`config.mk`:
```
export PLATFORM = sky130hd
export DESIGN_NAME = if_fetch_unit
export DESIGN_NICKNAME = d
export VERILOG_FILES = /design/src/rtl/cpu_defs_pkg.sv /design/src/rtl/if_bht.sv /design/src/rtl/if_fetch_unit.sv
export SDC_FILE = /design/constraint.sdc
export NUM_CORES = 2
export LEC_CHECK = 0
export BUFFER_PORTS_ARGS = -buffer_cell sky130_fd_sc_hd__buf_2
export CORE_UTILIZATION = 30
export CTS_CLUSTER_SIZE = 10
export DETAILED_ROUTE_END_ITERATION = 10
export GPL_ROUTABILITY_DRIVEN = 0
export GPL_TIMING_DRIVEN = 0
export PLACE_DENSITY = 0.45
export SLEW_MARGIN = 20
export SYNTH_ARGS = -nofsm -noshare
export SYNTH_HDL_FRONTEND = slang
export SYNTH_SLANG_ARGS = --single-unit
```
`constraint.sdc`:
```
create_clock -name clk -period 3.3 [get_ports clk]
set_input_delay 0.33 -clock clk [delete_from_list [all_inputs] [get_ports clk]]
set_output_delay 0.33 -clock clk [all_outputs]
set_load 0.05 [all_outputs]
```
`src/rtl/cpu_defs_pkg.sv`:
```
// Shared PLCPU front-end definitions: instruction constants, the predictor
// entry layout and the 2-bit saturating counter step.
package cpu_defs;

    localparam int          XLEN     = 32;
    localparam logic [31:0] PC_STEP  = 32'd4;
    localparam logic [31:0] NOP_INST = 32'h0000_0013;

    // Tags are kept at the widest size any legal table needs (word address
    // with no index bits removed); unused upper bits simply stay zero.
    localparam int BHT_TAG_W = XLEN - 2;

    localparam logic [1:0] CNT_WEAK_NT  = 2'b01;
    localparam logic [1:0] CNT_WEAK_T   = 2'b10;
    localparam logic [1:0] CNT_STRONG_T = 2'b11;
    localparam logic [1:0] CNT_STRONG_NT = 2'b00;

    typedef struct packed {
        logic                 valid;
        logic [BHT_TAG_W-1:0] tag;
        logic [1:0]           cnt;
        logic [XLEN-1:0]      target;
    } bht_entry_t;

    localparam bht_entry_t BHT_ENTRY_RESET = '{
        valid:  1'b0,
        tag:    '0,
        cnt:    CNT_WEAK_NT,
        target: '0
    };

    // Tag of a byte address once the word offset and index bits are dropped.
    function automatic logic [BHT_TAG_W-1:0] pc_tag(input logic [XLEN-1:0] pc, input int idx_w);
        logic [XLEN-1:0] shifted;
        shifted = pc >> (2 + idx_w);
        return shifted[BHT_TAG_W-1:0];
    endfunction

    // One step of a 2-bit saturating counter toward the resolved outcome.
    function automatic logic [1:0] cnt_step(input logic [1:0] cnt, input logic taken);
        logic [1:0] res;
        if (taken) begin
            res = (cnt == CNT_STRONG_T) ? cnt : cnt + 2'd1;
        end else begin
            res = (cnt == CNT_STRONG_NT) ? cnt : cnt - 2'd1;
        end
        return res;
    endfunction

endpackage

```
`src/rtl/if_bht.sv`:
```
// Direct-mapped branch history / target table. Lookup is combinational on
// the current fetch PC; updates from EX land on the clock edge, so a lookup
// in the same cycle as an update to the same entry still sees the old entry.
module if_bht
    import cpu_defs::*;
#(
    parameter int ENTRIES = 16
) (
    input  logic            clk,
    input  logic            rst,
    input  logic [XLEN-1:0] lookup_pc,
    output logic            pred_taken,
    output logic [XLEN-1:0] pred_target,
    input  logic            upd_valid,
    input  logic [XLEN-1:0] upd_pc,
    input  logic            upd_taken,
    input  logic [XLEN-1:0] upd_target
);

    localparam int IDX_W = $clog2(ENTRIES);

    bht_entry_t       entry_q [ENTRIES];
    bht_entry_t       lk_entry;
    bht_entry_t       upd_old;
    bht_entry_t       upd_entry_d;
    logic [IDX_W-1:0] lk_idx;
    logic [IDX_W-1:0] up_idx;
    logic [BHT_TAG_W-1:0] up_tag;

    assign lk_idx   = lookup_pc[2 +: IDX_W];
    assign lk_entry = entry_q[lk_idx];

    assign pred_taken  = lk_entry.valid && (lk_entry.tag == pc_tag(lookup_pc, IDX_W)) && lk_entry.cnt[1];
    assign pred_target = lk_entry.target;

    assign up_idx  = upd_pc[2 +: IDX_W];
    assign up_tag  = pc_tag(upd_pc, IDX_W);
    assign upd_old = entry_q[up_idx];

    // New contents of the entry addressed by the resolving branch: a miss
    // reinstalls the entry weakly biased toward the outcome, a hit trains it.
    always_comb begin
        upd_entry_d = upd_old;
        if (!upd_old.valid || (upd_old.tag != up_tag)) begin
            upd_entry_d.valid = 1'b1;
            upd_entry_d.tag   = up_tag;
            upd_entry_d.cnt   = upd_taken ? CNT_WEAK_T : CNT_WEAK_NT;
        end else begin
            upd_entry_d.cnt   = cnt_step(upd_old.cnt, upd_taken);
        end
        if (upd_taken) begin
            upd_entry_d.target = upd_target;
        end
    end

    generate
        for (genvar gi = 0; gi < ENTRIES; gi++) begin : g_entry
            // Each entry clears on reset and captures the trained value when addressed.
            always_ff @(posedge clk or negedge rst) begin
                if (!rst) begin
                    entry_q[gi] <= BHT_ENTRY_RESET;
                end else if (upd_valid && (up_idx == IDX_W'(gi))) begin
                    entry_q[gi] <= upd_entry_d;
                end
            end
        end
    endgenerate

endmodule

```
`src/rtl/if_fetch_unit.sv`:
```
// PLCPU instruction-fetch stage: PC register, instruction memory address,
// IF/ID pipeline latch, branch prediction and fetch halt past the program end.
module if_fetch_unit
    import cpu_defs::*;
#(
    parameter int          IMEM_DEPTH    = 1024,
    parameter logic [31:0] MAX_INST_ADDR = 32'h90,
    parameter int          BHT_ENTRIES   = 16,
    parameter logic [31:0] RESET_PC      = 32'h0
) (
    input  logic        clk,
    input  logic        rst,
    input  logic        stall,
    input  logic        redirect_valid,
    input  logic [31:0] redirect_pc,
    input  logic        bht_update,
    input  logic [31:0] bht_update_pc,
    input  logic        bht_update_taken,
    input  logic [31:0] bht_update_target,
    output logic [31:0] imem_addr,
    input  logic [31:0] imem_rdata,
    output logic        ifid_valid,
    output logic [31:0] ifid_pc,
    output logic [31:0] ifid_inst,
    output logic        ifid_pred_taken,
    output logic [31:0] ifid_pred_target,
    output logic        halted
);

    // Never fetch past the last word of instruction memory, even if the
    // configured program end is larger than the memory.
    localparam logic [31:0] IMEM_LAST   = 32'(IMEM_DEPTH * 4 - 4);
    localparam logic [31:0] FETCH_LIMIT = (MAX_INST_ADDR < IMEM_LAST) ? MAX_INST_ADDR : IMEM_LAST;

    logic [31:0] pc_q, pc_d;
    logic        halted_q, halted_d;
    logic        ifid_valid_q, ifid_valid_d;
    logic [31:0] ifid_pc_q, ifid_pc_d;
    logic [31:0] ifid_inst_q, ifid_inst_d;
    logic        ifid_pred_taken_q, ifid_pred_taken_d;
    logic [31:0] ifid_pred_target_q, ifid_pred_target_d;

    logic        pred_taken;
    logic [31:0] pred_target;
    logic [31:0] seq_pc;
    logic [31:0] fetch_next_pc;
    logic [31:0] redirect_aligned;

    if_bht #(
        .ENTRIES (BHT_ENTRIES)
    ) u_bht (
        .clk         (clk),
        .rst         (rst),
        .lookup_pc   (pc_q),
        .pred_taken  (pred_taken),
        .pred_target (pred_target),
        .upd_valid   (bht_update),
        .upd_pc      (bht_update_pc),
        .upd_taken   (bht_update_taken),
        .upd_target  (bht_update_target)
    );

    assign seq_pc           = pc_q + PC_STEP;
    assign fetch_next_pc    = pred_taken ? pred_target : seq_pc;
    assign redirect_aligned = redirect_pc & ~32'h3;

    // Next PC and IF/ID contents: redirect beats halt, halt beats stall.
    always_comb begin
        pc_d               = pc_q;
        halted_d           = halted_q;
        ifid_valid_d       = ifid_valid_q;
        ifid_pc_d          = ifid_pc_q;
        ifid_inst_d        = ifid_inst_q;
        ifid_pred_taken_d  = ifid_pred_taken_q;
        ifid_pred_target_d = ifid_pred_target_q;
        if (redirect_valid || halted_q) begin
            ifid_valid_d       = 1'b0;
            ifid_pc_d          = '0;
            ifid_inst_d        = NOP_INST;
            ifid_pred_taken_d  = 1'b0;
            ifid_pred_target_d = '0;
            if (redirect_valid) begin
                pc_d     = redirect_aligned;
                halted_d = (redirect_aligned > FETCH_LIMIT);
            end
        end else if (!stall) begin
            ifid_valid_d       = 1'b1;
            ifid_pc_d          = pc_q;
            ifid_inst_d        = imem_rdata;
            ifid_pred_taken_d  = pred_taken;
            ifid_pred_target_d = fetch_next_pc;
            pc_d               = fetch_next_pc;
            halted_d           = (fetch_next_pc > FETCH_LIMIT);
        end
    end

    // PC, halt flag and IF/ID latch registers.
    always_ff @(posedge clk or negedge rst) begin
        if (!rst) begin
            pc_q               <= RESET_PC;
            halted_q           <= 1'b0;
            ifid_valid_q       <= 1'b0;
            ifid_pc_q          <= '0;
            ifid_inst_q        <= NOP_INST;
            ifid_pred_taken_q  <= 1'b0;
            ifid_pred_target_q <= '0;
        end else begin
            pc_q               <= pc_d;
            halted_q           <= halted_d;
            ifid_valid_q       <= ifid_valid_d;
            ifid_pc_q          <= ifid_pc_d;
            ifid_inst_q        <= ifid_inst_d;
            ifid_pred_taken_q  <= ifid_pred_taken_d;
            ifid_pred_target_q <= ifid_pred_target_d;
        end
    end

    assign imem_addr        = pc_q;
    assign halted           = halted_q;
    assign ifid_valid       = ifid_valid_q;
    assign ifid_pc          = ifid_pc_q;
    assign ifid_inst        = ifid_inst_q;
    assign ifid_pred_taken  = ifid_pred_taken_q;
    assign ifid_pred_target = ifid_pred_target_q;

endmodule

```
==> Yosys cells after proc, flatten, opt, wreduce, memory -nomap -nowiden <==
Index checks and enable logic that the tools add are counted.
W data, S select, Z words.
{ "word_totals": {"register_bits": 1171} }
{ "classes": {"reduce_logical": 24, "n_mux": 29, "order_cmp": 4, "addsub": 3, "bitwise_logic": 2, "eq_ne": 20} }
{ "op_table": {"columns": ["cell", "count"], "rows": [
  ["$bmux W65 S4", 2],
  ["$mux W32", 10],
  ["$mux W65", 4],
  ["$gt A32 B8 Y1 const B", 2],
  ["$add A32 B3 Y32 const B", 1],
  ["$eq A4 B4 Y1 const B", 8],
  ["$mux W31", 1],
  ["$eq A30 B26 Y1", 1],
  ["$ne A30 B26 Y1", 1],
  ["$logic_and A1 B1 Y1", 18],
  ["$eq A4 B3 Y1 const B", 4],
  ["$ge A5 B5 Y1 const B", 2],
  ["$mux W2", 5],
  ["$not A4 Y5", 2],
  ["$eq A4 B2 Y1 const B", 2],
  ["$mux W1", 7],
  ["$eq A4 B1 Y1 const B", 1],
  ["$logic_not A4 Y1", 1],
  ["$add A2 B1 Y2 const B", 1],
  ["$eq A2 B2 Y1 const B", 1],
  ["$logic_not A2 Y1", 1],
  ["$logic_or A1 B1 Y1", 2],
  ["$ne A2 B1 Y1 const B", 1],
  ["$ne A2 B2 Y1 const B", 1],
  ["3 further kinds", 3]
]} }

==> Depth between registers and ports, before layout <==
{ "logic_depth": {"ltp_word": 11, "depth_mapped": 15} }

==> Cells and area by module <==
Synthesis repeated with hierarchy kept, for this count alone.
{ "hier_totals": {"cells_unflattened": 5221, "hier_area_um2": 59811.1} }
{ "by_module_without_submodules": {"columns": ["mod", "seq_area_each_um2", "instances", "area_each_um2", "cells_each"], "rows": [
  ["if_bht", 26045.0, 1, 53249.8, 4547],
  ["if_fetch_unit", 3281.9, 1, 6561.3, 674]
]} }

==> Worst setup path after synthesis <==
OpenSTA, ideal clock, no wires.
{ "synth_path": {"path_kind": "flip-flop to flip-flop", "startpoint": "register pc_q[3] (netlist: imem_addr[3])", "endpoint": "register halted_q (netlist: halted)", "t_arrival_ns": 3.713, "t_required_ns": 3.168, "path_stages_with_launch": 13, "path_slack_ns": -0.545, "path_cell_list": "dfrtp_1 > buf_2 > buf_4 > buf_2 > buf_2 > clkbuf_1 > clkbuf_1 > mux4_2 > mux4_2 > nor4_1 > nand3_1 > o311ai_1 > a21oi_1"} }
{ "synth_between": {"elab_chain_cells": 11, "word_cells_on_any_way": 12, "classes_between": "add/sub (1); order compare (1); eq/ne (1); mux (6); bitwise (1); reduce/logical (2)"} }
{ "synth_rtl": {"columns": ["element", "line_no", "source"], "rows": [
  ["from (decl)", "if_fetch_unit.sv:35", "logic [31:0] pc_q, pc_d;"],
  ["from (signal assigned)", "if_fetch_unit.sv:108", "pc_q <= pc_d;"],
  ["$not A4 Y5 (implied by the code)", "if_bht.sv:31", "assign lk_entry = entry_q[lk_idx];"],
  ["$bmux W65 S4", "if_bht.sv:31", null],
  ["$mux W65 (implied by the code) (2 in series)", "if_bht.sv:31", null],
  ["$eq A30 B26 Y1", "if_bht.sv:33", "assign pred_taken = lk_entry.valid && (lk_entry.tag == pc_tag(lookup_pc, IDX_W)) && lk_entry.cnt[1];"],
  ["$logic_and A1 B1 Y1 (2 in series)", "if_bht.sv:33", null],
  ["$mux W32 *", "if_fetch_unit.sv:64", "assign fetch_next_pc = pred_taken ? pred_target : seq_pc;"],
  ["$gt A32 B8 Y1 *", "if_fetch_unit.sv:93", "halted_d = (fetch_next_pc > FETCH_LIMIT);"],
  ["$mux W1 *", "if_fetch_unit.sv:86", "end else if (!stall) begin"],
  ["$mux W1 *", "if_fetch_unit.sv:76", "if (redirect_valid || halted_q) begin"],
  ["to (signal assigned)", "if_fetch_unit.sv:109", "halted_q <= halted_d;"],
  ["to (decl)", "if_fetch_unit.sv:36", "logic halted_q, halted_d;"]
]} }
Mark *: on every way between the ends. The rest lies on a longest branch, timed or not. The select of a mux whose other input is x is not followed.
A chain may end at the register's enable or synchronous reset.

==> Worst setup path after layout <==
{ "layout_path": {"startpoint": "register pc_q[2] (netlist: imem_addr[2])", "endpoint": "register pc_q[15] (netlist: imem_addr[15])"} }
{ "layout_between": {"elab_chain_cells": 10, "word_cells_on_any_way": 11, "classes_between": "add/sub (1); eq/ne (1); mux (6); bitwise (1); reduce/logical (2)"} }
{ "layout_rtl": {"columns": ["element", "line_no"], "rows": [
  ["$not A4 Y5 (implied by the code)", "if_bht.sv:31"],
  ["$bmux W65 S4", "if_bht.sv:31"],
  ["$mux W65 (implied by the code) (2 in series)", "if_bht.sv:31"],
  ["$eq A30 B26 Y1", "if_bht.sv:33"],
  ["$logic_and A1 B1 Y1 (2 in series)", "if_bht.sv:33"],
  ["$mux W32 *", "if_fetch_unit.sv:64"],
  ["$mux W32 *", "if_fetch_unit.sv:86"],
  ["$mux W32 *", "if_fetch_unit.sv:76"]
]} }
Marks and branches as above.

==> qor_table.md <==
| Result | This run | Unit |
|---|---|---|
| Number of vias in the routed layout | 53410 | - |
| Number of fill cells | 20180 | - |
| Clk root buf | clkbuf_16 | - |
| Min-delay src | bht_update_target[16] | - |
| Ratio of final minimum period to clock period | 128.2 | % |
| Overall track demand over capacity in global routing | 28.82 | % |
| Final Hold Vio Count | 0 | - |
| Number of cells in the finished layout apart from fillers | 9135 | - |
| Sequential area share after synthesis | 47.69 | % |
| Slack of the critical path | -0.9297 | ns |
| Launch point of the worst reg-to-reg path | imem_addr[2] | - |
| Reg2Reg Depth | 14 | - |
| Hold EP | u_bht.entry_q[796] | - |
| Detailed-routing iteration count for the pre-antenna-repair pass | 7 | - |
| Antenna viol nets, final | 0 | - |
| CORE AREA | 202900 | um2 |
| Detailed router's first-iteration violation count | 6746 | - |
| DRC | 0 | - |
| Library cell occupying the most area in the post-synthesis netlist | dfrtp_1 | - |
| Violations in the final reports | setup timing | - |
| Placed wire-length estimate | 206.7 | mm |
| Clock sink total | 1171 | - |
| Top area cells in the synthesized netlist | dfrtp_1 (47%), mux4_2 (19%), nand2_1 (11%) | - |
| Setup violation total in the final timing report | 67 | - |
| Critical path capture point type | flip-flop | - |
| Critical R2R Capture | imem_addr[15] | - |
| Initial standard-cell utilization of the core | 30.30 | % |
| Net switching power figure | 15.65 | mW |
| Clock-pin slew of the registers on the worst-case setup and hold paths | 0.06 | ns |
| Std-Cell Rows | 165 | - |
| Global-route wire length before repair | 415.9 | mm |
| Proportion of layout cells with a drive suffix above 1 | 22.44 | % |
| Worst rel slew slack | 15.46 | % |
| Slew at the pin with the worst max-slew slack | 1.268 | ns |
| Internal power summed over all cells | 31.23 | mW |
| CP startpoint kind | flip-flop | - |
| Via count of the first global-routing pass | 51410 | - |
| H-tree Lvls | 4 | - |
| Crit path required time | 4.00 | ns |
| Residual overflow from global routing | 0 | - |
| Cell variety after synth | 85 | - |
| Total wire length | 301.3 | mm |
| Synthesized Nets | 5915 | - |
| Die Area | 206800 | um2 |
| Area occupied by registers | 29330 | um2 |
| Unrepaired setup endpoints after global routing | true | - |
| Static leakage power | 33.17 | nW |
| Final Slew Violations | 0 | - |
| Clock network fraction of total power | 33.3 | % |
| Width of the die | 454.7 | um |
| Switching share of power | 33.38 | % |
| Top-area cell type share of the netlist area | 46.88 | % |
| Fraction of power consumed by combinational cells | 25.4 | % |
| Status | finished, violations left | - |
| Area occupied by multi-input gates | 30310 | um2 |
| VDD IR-drop max | 0.3799 | mV |
| WS Path Type | flip-flop to flip-flop | - |
| Average vias per placed instance | 5.846 | - |
| Clock Latency Late Sink | 0.84 | ns |
| Count of placed standard cells including taps | 8701 | - |
| Maximum clock skew at final layout | 0.05684 | ns |
| Setup slack on the worst flop-to-flop path | -0.93 | ns |
| Util after Layout | 36.89 | % |
| Minimum setup slack after placement | -2.522 | ns |
| Post-layout min period | 4.230 | ns |
| Max Root-Sink Buffers | 3 | - |
| P per Cell Area | 626.1 | nW/um2 |
| Signed area change from the synthesized netlist to the final layout | 21.75 | % |
| Class of the most critical hold timing path | primary input to flip-flop | - |
| Ys async rst share | 100.0 | % |
| Share of power burned in registers | 41.3 | % |
| Crit-path max FO | 9 | - |
| Max-Cap Viols | 0 | - |
| Count of flip-flops with a built-in enable after synthesis | 0 | - |
| Highest Clock Rate | 236.4 | MHz |
| Ys flop type | dfrtp_1 | - |
| Net count reported at finish | 6503 | - |
| Post-synthesis register bit count | 1171 | - |
| Worst hold stages | 3 | - |
| Overall Power | 46.87 | mW |
| Post-DR wirelength/cell | 32.99 | um |
| Vert. Die Dim | 454.7 | um |
| Yosys Warn Count | 0 | - |
| Cts bufs inserted | 145 | - |
| Critical path data arrival time | 4.93 | ns |
| Number of antenna violations at the first check in global routing | 15 | - |
| Input/output buffers | 229 | - |
| Number of standard cells after synthesis | 5780 | - |
| TritonCTS clock tree | built | - |
| Average cell area after synthesis | 10.64 | um2 |
| Post-Synthesis Cell Area | 61490 | um2 |
| IO Count | 265 | - |
| Largest net degree at the start of global routing | 127 | - |
-- power groups by stage --
stage          Clock [mW]  Combinational [mW]  Sequential (mW)
2_1_floorplan           0                7.05             18.8
3_3_place_gp            0                10.7             19.4
3_5_place_dp            0                10.9             19.5
4_1_cts              15.8                11.5             19.3
5_1_grt              16.3                12.6             19.7
6_report             15.6                11.9             19.4
-- what timing repair did --
action | 4_1_cts | 5_1_grt
endpoints found under the setup margin | 1105 | 676
pin swaps | 52 | 21
hold buffers | 109 | 0
hold endpoints to repair | 679 | 0
setup buffers | 48 | 30
cloned | 2 | 5
resized for setup | 373 | 100
-- cell type report --
| class | count | share of cell area (%) |
|---|---|---|
| diodes | 10 | 0.03343 |
| plain buffers | 550 | 5.014 |
| clock buffers | 211 | 5.490 |
| clock inverters | 21 | 0.4379 |
| inverters | 8 | 0.04011 |
| multi-input cells | 4050 | 40.49 |
| flip-flops and latches | 1171 | 39.18 |
| well taps | 2672 | 4.466 |
| repair buffers | 442 | 4.845 |
-- cells by family (layout without fill, tap and decap cells) --
kind of cell,Yosys count,count (layout),share of synthesized area (%)
and+or+nand+nor,2372,2372,15.99
DFF,1171,1171,47.69
AOI/OAI and AO/OA,965,965,9.417
muxes,666,666,22.02
buffers and inverters,559,1232,4.196
xor gates and xnor gates,46,46,0.6552
adders and majority gates,1,1,0.02034
other,0,10,0
-- layer usage --
layer,vias up,track usage (%),wire length [um]
li1,21670,-,-
met1,27770,38.82,121900
met2,3212,43.19,132000
met3,746,7.103,30470
met4,6,14.20,16980
met5,-,0,44
-- state kept, by name, indices dropped and copies added, names as in the netlist --
name,flops
ifid_pc,32
imem_addr,32
u_bht.entry_q,1040
ifid_inst,32
ifid_pred_target,32
ifid_valid,1
ifid_pred_taken,1
halted,1
-- cells in the final DEF, fill, tap and decap left out, drive strengths merged, types with 20 or more instances in the layout --
cell type and count:
a21oi 117, a22oi 71, a31oi 33, and2 70
and3 32, buf 447, clkbuf 637, dfrtp 1152
dlygate4sd3 115, mux2i 119, mux4 542, nand2 1850
nand2b 23, nand3 67, nand4 29, nor2 145
nor3 54, nor4 31, o21ai 591, o31ai 31
xnor2 26, xor2 20
-- worst max-delay path by stage --
stage / from / end / slack (ns) / depth (start not counted)
2_1_floorplan: imem_addr[2] / halted / -0.14 / 13
4_1_cts: imem_addr[2] / imem_addr[15] / -0.79 / 13
5_1_grt: imem_addr[2] / imem_addr[14] / -0.89 / 14
3_3_place_gp: rst / imem_addr[2] / -27.80 / 1
6_report: imem_addr[2] / imem_addr[15] / -0.93 / 14
3_5_place_dp: bht_update_pc[3] / u_bht.entry_q[747] / -2.52 / 12
-- per-stage QoR --
stage                     setup TNS, ns  hold slack [ns]  instance area [um2]
after floorplan                  -6.402          0.03441                61710
after global placement                -           0.4710                66200
after detailed placement       -1930.30           0.2681                66760
after CTS                        -46.90         0.009018                74160
after global routing             -55.86          0.05064                74840
final                            -56.19          0.04402                74860
-- worst max-delay path, cell delays in order (launching register included) --
cell and delay (ns):
dfrtp_2 0.46, buf_12 0.17, buf_16 0.18, buf_16 0.16, buf_12 0.14, mux4_2 0.52, a22o_1 0.28, a221oi_4 0.58
xor2_1 0.21, nand4_1 0.15, or4_4 0.46, buf_12 0.18, buf_16 0.15, o31ai_4 0.30, o21ai_1 0.11
-- cells in the mapped netlist, types with 54 or more instances --
cell and n:
clkbuf_1 419, nor2_1 145, a21oi_1 117, nand2_1 1850, a22oi_1 71, nand3_1 67
and2_1 70, mux2i_1 119, nor3_1 54, mux4_2 516, dfrtp_1 1152, o21ai_0 546
Power figures use the tool's default switching activity.
